## src/rtl/clahe_frame_ctrl.sv

```systemverilog
// Frame-level sequencer for CLAHE: pixel/tile coordinates, frame geometry check,
// config shadowing and histogram ping-pong / CDF handshake control.
module clahe_frame_ctrl #(
  parameter int H_DISP = 1280,
  parameter int V_DISP = 720,
  parameter int TILE_W = 320,
  parameter int TILE_H = 180
) (
  input  logic        pclk,
  input  logic        rst,
  input  logic        in_vsync,
  input  logic        in_href,
  input  logic        cfg_clahe_enable,
  input  logic        cfg_enable_interp,
  input  logic [11:0] cfg_clip_threshold,
  input  logic        cdf_done,
  output logic        clahe_enable,
  output logic        enable_interp,
  output logic [11:0] clip_threshold,
  output logic [10:0] x_cnt,
  output logic [9:0]  y_cnt,
  output logic [1:0]  tile_x,
  output logic [1:0]  tile_y,
  output logic        bank_sel,
  output logic        cdf_start,
  output logic        cdf_valid,
  output logic        frame_err,
  output logic        cdf_overrun,
  output logic [15:0] frame_cnt,
  output logic        busy,
  output logic [1:0]  state_dbg
);

  localparam int TXW = $clog2(TILE_W + 1);
  localparam int TYW = $clog2(TILE_H + 1);
  localparam logic [TXW-1:0] TX_LAST = TXW'(TILE_W - 1);
  localparam logic [TYW-1:0] TY_LAST = TYW'(TILE_H - 1);
  localparam logic [10:0]    H_LEN   = 11'(H_DISP);
  localparam logic [9:0]     V_LEN   = 10'(V_DISP);

  typedef enum logic [1:0] {
    IDLE     = 2'd0,
    ACTIVE   = 2'd1,
    CDF_WAIT = 2'd2
  } state_t;

  state_t state, state_nxt;

  logic           vsync_d, href_d;
  logic           vsync_rise, vsync_fall, href_fall;
  logic           pix, line_end, frame_start, frame_end, frame_ok;
  logic           line_err;
  logic [TXW-1:0] tx_sub;
  logic [TYW-1:0] ty_sub;

  // vsync_d resets high so a frame already running at reset release is not
  // mistaken for a fresh vsync rising edge.
  always_ff @(posedge pclk or posedge rst) begin
    if (rst) begin
      vsync_d <= 1'b1;
      href_d  <= 1'b0;
    end else begin
      vsync_d <= in_vsync;
      href_d  <= in_href;
    end
  end

  assign vsync_rise  = in_vsync & ~vsync_d;
  assign vsync_fall  = ~in_vsync & vsync_d;
  assign href_fall   = ~in_href & href_d;
  assign frame_start = vsync_rise & (state != ACTIVE);
  assign frame_end   = vsync_fall & (state == ACTIVE);
  assign pix         = (state == ACTIVE) & in_vsync & in_href;
  assign line_end    = (state == ACTIVE) & in_vsync & href_fall;
  // A line still open at vsync fall (x_cnt != 0) counts as a geometry error.
  assign frame_ok    = ~line_err & (y_cnt == V_LEN) & (x_cnt == 11'd0);
  assign busy        = (state != IDLE);
  assign state_dbg   = state;

  always_ff @(posedge pclk or posedge rst) begin
    if (rst) state <= IDLE;
    else     state <= state_nxt;
  end

  always_comb begin
    state_nxt = state;
    case (state)
      IDLE: begin
        if (vsync_rise) state_nxt = ACTIVE;
      end
      ACTIVE: begin
        if (vsync_fall) state_nxt = frame_ok ? CDF_WAIT : IDLE;
      end
      CDF_WAIT: begin
        if (vsync_rise)    state_nxt = ACTIVE;
        else if (cdf_done) state_nxt = IDLE;
      end
      default: state_nxt = IDLE;
    endcase
  end

  // Shadowed config and pixel/line/tile coordinate counters.
  always_ff @(posedge pclk or posedge rst) begin
    if (rst) begin
      clahe_enable   <= 1'b0;
      enable_interp  <= 1'b0;
      clip_threshold <= 12'd0;
      x_cnt          <= 11'd0;
      y_cnt          <= 10'd0;
      tile_x         <= 2'd0;
      tile_y         <= 2'd0;
      tx_sub         <= '0;
      ty_sub         <= '0;
      line_err       <= 1'b0;
    end else if (frame_start) begin
      clahe_enable   <= cfg_clahe_enable;
      enable_interp  <= cfg_enable_interp;
      clip_threshold <= cfg_clip_threshold;
      x_cnt          <= 11'd0;
      y_cnt          <= 10'd0;
      tile_x         <= 2'd0;
      tile_y         <= 2'd0;
      tx_sub         <= '0;
      ty_sub         <= '0;
      line_err       <= 1'b0;
    end else begin
      if (pix) begin
        if (x_cnt != 11'h7FF) x_cnt <= x_cnt + 11'd1;
        if (tx_sub == TX_LAST) begin
          tx_sub <= '0;
          if (tile_x != 2'd3) tile_x <= tile_x + 2'd1;
        end else begin
          tx_sub <= tx_sub + 1'b1;
        end
      end
      if (line_end) begin
        if (x_cnt != H_LEN) line_err <= 1'b1;
        x_cnt  <= 11'd0;
        tile_x <= 2'd0;
        tx_sub <= '0;
        if (y_cnt != 10'h3FF) y_cnt <= y_cnt + 10'd1;
        if (ty_sub == TY_LAST) begin
          ty_sub <= '0;
          if (tile_y != 2'd3) tile_y <= tile_y + 2'd1;
        end else begin
          ty_sub <= ty_sub + 1'b1;
        end
      end
    end
  end

  // cdf_start requests the CDF engine on the bank just filled (~bank_sel after
  // the toggle); cdf_done closes that request only while in CDF_WAIT.
  always_ff @(posedge pclk or posedge rst) begin
    if (rst) begin
      bank_sel    <= 1'b0;
      cdf_start   <= 1'b0;
      frame_err   <= 1'b0;
      cdf_valid   <= 1'b0;
      cdf_overrun <= 1'b0;
      frame_cnt   <= 16'd0;
    end else begin
      cdf_start <= frame_end & frame_ok;
      frame_err <= frame_end & ~frame_ok;
      if (frame_end && frame_ok) begin
        bank_sel  <= ~bank_sel;
        frame_cnt <= frame_cnt + 16'd1;
        cdf_valid <= 1'b0;
      end
      if (state == CDF_WAIT && cdf_done) cdf_valid <= 1'b1;
      if (state == CDF_WAIT && vsync_rise && !cdf_done) cdf_overrun <= 1'b1;
    end
  end

endmodule

```

## config.mk

```make
export PLATFORM = sky130hd
export DESIGN_NAME = clahe_frame_ctrl
export DESIGN_NICKNAME = d
export VERILOG_FILES = /design/src/rtl/clahe_frame_ctrl.sv
export SDC_FILE = /design/constraint.sdc
export NUM_CORES = 1
export LEC_CHECK = 0
export BUFFER_PORTS_ARGS = -buffer_cell sky130_fd_sc_hd__buf_2
export CAP_MARGIN = 40
export CORE_UTILIZATION = 35
export CTS_CLUSTER_DIAMETER = 80
export CTS_CLUSTER_SIZE = 16
export DETAILED_ROUTE_END_ITERATION = 8
export PLACE_DENSITY_LB_ADDON = 0.15
export SKIP_LAST_GASP = 1
export SYNTH_ARGS = -nofsm -noshare
export SYNTH_HDL_FRONTEND = slang
export SYNTH_SLANG_ARGS = --single-unit
```

## constraint.sdc

```tcl
create_clock -name pclk -period 2.8 [get_ports pclk]
set_clock_uncertainty 0.05 [all_clocks]
set_input_delay 0.56 -clock pclk [delete_from_list [all_inputs] [get_ports pclk]]
set_output_delay 0.56 -clock pclk [all_outputs]
set_load 0.05 [all_outputs]
```

Word-level counts from Yosys, hierarchy flattened
Cells that the tools add are included.
{"block": "classes", "addsub": 7, "muxes": 34, "bitwise": 18, "eq_ne": 14, "reduce_logical": 24}
{"operator": "11-bit 2-to-1 mux", "count": 4}
{"operator": "9-bit 2-to-1 mux", "count": 4}
{"operator": "10-bit 2-to-1 mux", "count": 3}
{"operator": "2-bit 2-to-1 mux", "count": 14}
{"operator": "8-bit 2-to-1 mux", "count": 3}
{"operator": "11-bit inequality test, second input constant", "count": 2}
{"operator": "16-bit by 1-bit adder with 16-bit output, second input constant", "count": 1}
{"operator": "2-bit nonzero test", "count": 7}
{"operator": "1-bit bitwise AND", "count": 12}
{"operator": "3-bit nonzero test", "count": 4}
{"operator": "11-bit by 1-bit adder with 11-bit output, second input constant", "count": 1}
{"operator": "11-bit zero test", "count": 1}
{"operator": "10-bit by 1-bit adder with 10-bit output, second input constant", "count": 1}
{"operator": "10-bit equality test, second input constant", "count": 1}
{"operator": "10-bit inequality test, second input constant", "count": 1}
{"operator": "9-bit by 1-bit adder with 9-bit output, second input constant", "count": 1}
{"operator": "9-bit equality test, second input constant", "count": 1}
{"operator": "3-bit AND reduction", "count": 3}
{"operator": "8-bit by 1-bit adder with 8-bit output, second input constant", "count": 1}
{"operator": "8-bit equality test, second input constant", "count": 1}
{"operator": "2-bit inequality test, second input constant", "count": 4}
{"operator": "1-bit inverter", "count": 6}
{"operator": "2-bit case mux with 3 select lines", "count": 1}
{"operator": "2-bit AND reduction", "count": 3}
{"operator": "other kinds (9)", "count": 17}
{"block": "word_totals", "out_inout_bits": 63, "in_bits": 19, "word_cells": 116, "reg_bits": 82}

Longest topological paths before layout
{"block": "logic_depth", "ltp_word": 6, "ltp_mapped": 9, "ltp_nobuf": 7}

Worst setup path after synthesis
No wires, ideal clock.
{"block": "synth_path", "path_type": "register -> register", "start": "register y_cnt[9]", "end": "register cdf_valid", "n_path_buf": 2, "t_arrival_ps": 2276, "setup_time_ps": 122, "required_ps": 2628, "stages_incl_launch_ff": 7, "synth_period_minus_slack_ps": 2447, "slack_ps": 353, "path_cell_list": "dfrtp_1 > inv_1 > or4_1 > or4_1 > buf_6 > buf_12 > a32o_1"}
{"block": "synth_via", "elab_chain_cells": 5}
{"element": "from (decl)", "line_no": "21", "text": "output logic [9:0] y_cnt,"}
{"element": "from (signal assigned)", "line_no": "141", "text": "if (y_cnt != 10'h3FF) y_cnt <= y_cnt + 10'd1;"}
{"element": "10-bit equality test", "line_no": "76", "text": "assign frame_ok = ~line_err & (y_cnt == V_LEN) & (x_cnt == 11'd0);"}
{"element": "1-bit bitwise AND (2 in series)", "line_no": "76"}
{"element": "1-bit logical AND", "line_no": "165", "text": "if (frame_end && frame_ok) begin"}
{"element": "2-bit nonzero test (no source line)"}
{"element": "to (signal assigned)", "line_no": "159", "text": "cdf_valid <= 1'b0;"}
{"element": "to (signal assigned)", "line_no": "168", "text": "cdf_valid <= 1'b0;"}
{"element": "to (signal assigned)", "line_no": "170", "text": "if (state == CDF_WAIT && cdf_done) cdf_valid <= 1'b1;"}
{"element": "to (decl)", "line_no": "26", "text": "output logic cdf_valid,"}
Every way passes these cells.
A chain may end at the register's enable or synchronous reset.

Final worst setup path
{"block": "layout_path", "start": "register y_cnt[5]", "end": "register frame_cnt[12]"}
{"block": "layout_via", "elab_chain_cells": 4}
{"element": "10-bit equality test", "line_no": "76"}
{"element": "1-bit bitwise AND (2 in series)", "line_no": "76"}
{"element": "1-bit logical AND", "line_no": "165"}
{"element": "to (signal assigned)", "line_no": "167", "text": "frame_cnt <= frame_cnt + 16'd1;"}
{"element": "to (decl)", "line_no": "29", "text": "output logic [15:0] frame_cnt,"}
Every way passes these cells.

==> reports/results.tsv <==
stage	metric	value	unit
run_status	status	finished clean	
sta	setup violators final	0	
clocking	CTS root buffer	clkbuf_16	
detailed_routing	routed len/inst	14.0	µm
power	clock share of power	34.3	%
worst_setup_path	slowest CP cell	or4_1	
cells_and_area	post-layout utilization of the core	44.3	%
worst_setup_path	crit path cell chain	or4_1 > or4_1 > buf_4 > nor4_4 > xor2_1	
synthesis	Syn Nets	453	
detailed_routing	vias per cell	5.07	
cells_and_area	most frequent cells in the layout	83 x nand2_1, 81 x dfrtp_1, 81 x buf_2	
cells_and_area	Final nets	542	
synthesis	Seq/Total Area, Yosys	51.0	%
clocking	clk_lat worst skew	0.33	ns
clocking	clock buffer depth	2	
synthesis	syn_area_per_cell	9.46	µm²
cells_and_area	Post-Layout Cell Count	659	
sta	minimum clock period	2.31	ns
cells_and_area	post-route cell area	4890	µm²
floorplan	die height	109	µm
power	combinational share of power	22.6	%
synthesis	fraction of registers with async set/reset	100	%
power	internal power	2120	µW
synthesis	synthesis warning total	0	
worst_setup_path	CP required	3.00	ns
power	P_sw	1070	µW
clocking	CTS buffer count	9	
floorplan	die width	109	µm
worst_setup_path	endpoint class of the critical path	flip-flop	
global_routing	antenna violations before repair	0	
global_routing	first-pass GRT wire length	15.7	mm
synthesis	top cells by area, synth	dfrtp_1 50%, nand2_1 7.7%, nor2_1 3.1%	
worst_setup_path	WS Path Type	reg2reg	
placement	post-place instance area	4620	µm²
power	leakage	0.00246	µW
worst_setup_path	Worst setup SP type	flip-flop	
flow_run	max_cap viols	0	
worst_setup_path	Buf/Inv on CP	1	
placement	final RePlAce weighted congestion	0.810	
worst_hold_path	Min-Delay Path Class	in2async	
detailed_routing	total iterations of the first detailed-routing run	4	
synthesis	Mapped Cells	425	
worst_setup_path	flop-to-flop setup slack	0.49	ns
cells_and_area	Multi-input gate area	1840	µm²
worst_setup_path	biggest cell delay along the critical path	0.55	ns
sta	Final Hold Viols	0	
cells_and_area	Filler Cell Count	1109	
cells_and_area	fraction of layout cells with a size suffix above 1	22.0	%
worst_setup_path	delay-heaviest family, CP	simple AND/OR/NAND/NOR gates	
clocking	H-tree depth	3	
synthesis	ys flop type	dfrtp_1	
clocking	cts repair resizes	0	
floorplan	initial core utilization	36.5	%
global_routing	GRT Total Usage	17.0	%
clocking	CTS tree	built	
synthesis	cell area after synthesis	4020	µm²
sta	Max Slew Vio Count	0	
clocking	total clock sinks	82	
clocking	clock slew at reported path FFs	0.06	ns
sta	Max Fclk	433	MHz
synthesis	post-synthesis cell type count	48	
placement	Port-buffer cells	81	
floorplan	CORE AREA	11000	µm²
sta	RSZ-0062 raised after global routing	false	
worst_setup_path	WP depth	5	
sta	TNS Setup	0	ns
cells_and_area	area grow syn2layout	21.5	%
detailed_routing	initial drt markers	131	
clocking	CTS Hold Bufs	0	
worst_setup_path	CP dominant cell by count	or4_1	
floorplan	die area	11900	µm²
placement	post-DP HPWL	6.44	mm
power	power density over the cells	654	nW/µm²
floorplan	I/O pins	82	
detailed_routing	residual DRC count	0	
worst_setup_path	r2r worst-path depth	5	
floorplan	Rows	38	
placement	placed cell count	643	
synthesis	EDFF count, synth	0	
detailed_routing	routed via count	3341	
sta	slew margin rel.	46.9	%
worst_setup_path	crit path max fanout	19	
cells_and_area	antenna cells	0	
cells_and_area	most common cell after layout, fill and taps aside	nand2_1	
clocking	setup bufs post-CTS	0	
synthesis	post-synth top area cell	dfrtp_1	
power	switching share of power	33.6	%
detailed_routing	Post-DRT Antenna Nets	0	
global_routing	largest net degree at the start of global routing	49	
placement	Place WS	0.510	ns
sta	Worst-Margin Slew	0.794	ns
sta	Final period util	82.4	%
global_routing	total gr overflow	0	
cells_and_area	Storage cell area	2050	µm²
global_routing	vias in the first global route	3239	
synthesis	post-synthesis register bit count	82	
power	sequential share of power	43.1	%
power	VDD IR max	0.439	mV
synthesis	Yosys top cell area share	50.4	%
worst_setup_path	Crit path arrival time	2.51	ns
sta	setup slack after layout	0.493	ns
detailed_routing	WL final	9.21	mm
-- routing by layer --
layer	vias to the layer above	share of wire [%]	track usage (%)
met1	1600	49	22.6
met2	76	45	26.8
li1	1656	-	-
met5	-	0	0
met3	9	4.5	4.12
met4	0	1.5	6.00
-- logic make-up (layout without fill, tap and decap cells) --
group | count (synthesis) | count (layout) | synth area share [%]
simple gates | 215 | 215 | 26.6
flops | 82 | 82 | 51.0
compound gates | 66 | 66 | 10.5
buf+inv | 27 | 121 | 3.11
xor+xnor | 21 | 21 | 4.57
fa+ha+maj | 9 | 9 | 2.80
mux | 5 | 5 | 1.31
-- metrics by stage --
stage / power, µW / hold slack (ns)
floorplan: 1930 / 0.402
global placement: 2120 / 0.402
detailed placement: 2130 / 0.407
CTS: 3250 / 0.250
global route: 3360 / 0.281
finish: 3200 / 0.228
-- state kept, by name, indices dropped and copies added, names as in the netlist, 2 cells and up --
register / cells
ty_sub: 8
clip_threshold: 12
state_dbg: 2
tile_y: 2
tile_x: 2
tx_sub: 9
y_cnt: 10
frame_cnt: 16
x_cnt: 11
-- power groups by stage --
stage          logic, µW  clock network [µW]  registers [µW]
6_report             723                1100            1380
5_1_grt              792                1170            1390
4_1_cts              734                1130            1380
3_5_place_dp         733                   0            1400
3_3_place_gp         724                   0            1390
2_1_floorplan        241                   0            1690
-- worst paths after layout --
path / start / end
setup / recovery: y_cnt[5]$_DFFE_PP0P_ / frame_cnt[12]$_DFFE_PP0P_
hold / removal: rst / clip_threshold[11]$_DFFE_PP0N_
setup reg to reg: y_cnt[5]$_DFFE_PP0P_ / frame_cnt[12]$_DFFE_PP0P_
hold reg to reg: frame_cnt[15]$_DFFE_PP0P_ / frame_cnt[15]$_DFFE_PP0P_
max in group asynchronous: rst / vsync_d$_DFF_PP1_
min in group pclk: in_href / href_d$_DFF_PP0_
-- Yosys cell counts, types with 2 or more instances --
cell type  number
xnor2_1         9
mux2_2          2
nor2_4          5
nand2_1        83
and4_1          3
o211ai_1        3
or4_1           4
nor4_1          5
ha_1            9
o31ai_1         5
nor3b_1         2
inv_1          15
o21ai_0        24
nor2_1         33
a21oi_1         9
and2_1          3
a21o_1          2
dfrtp_1        81
o211a_1         3
xor2_1         12
nor2b_1         6
clkbuf_1        9
nand4_1         7
a31oi_1         7
a211oi_1        2
o22ai_1         2
nor3_1         16
and3_1         10
nand3_1        24
a22o_1          5
mux2i_1         3
nand2b_1        5
or3_1           2
-- final cells by class --
class,count,share of cell area [%]
Tap cell,140,3.58
Inverter,15,1.18
Timing Repair Buffer,90,9.93
Multi-Input combinational cell,316,37.7
Sequential cell,82,42.0
Clock buffer,16,5.56
No activity file was read; power rests on OpenSTA's default activity.
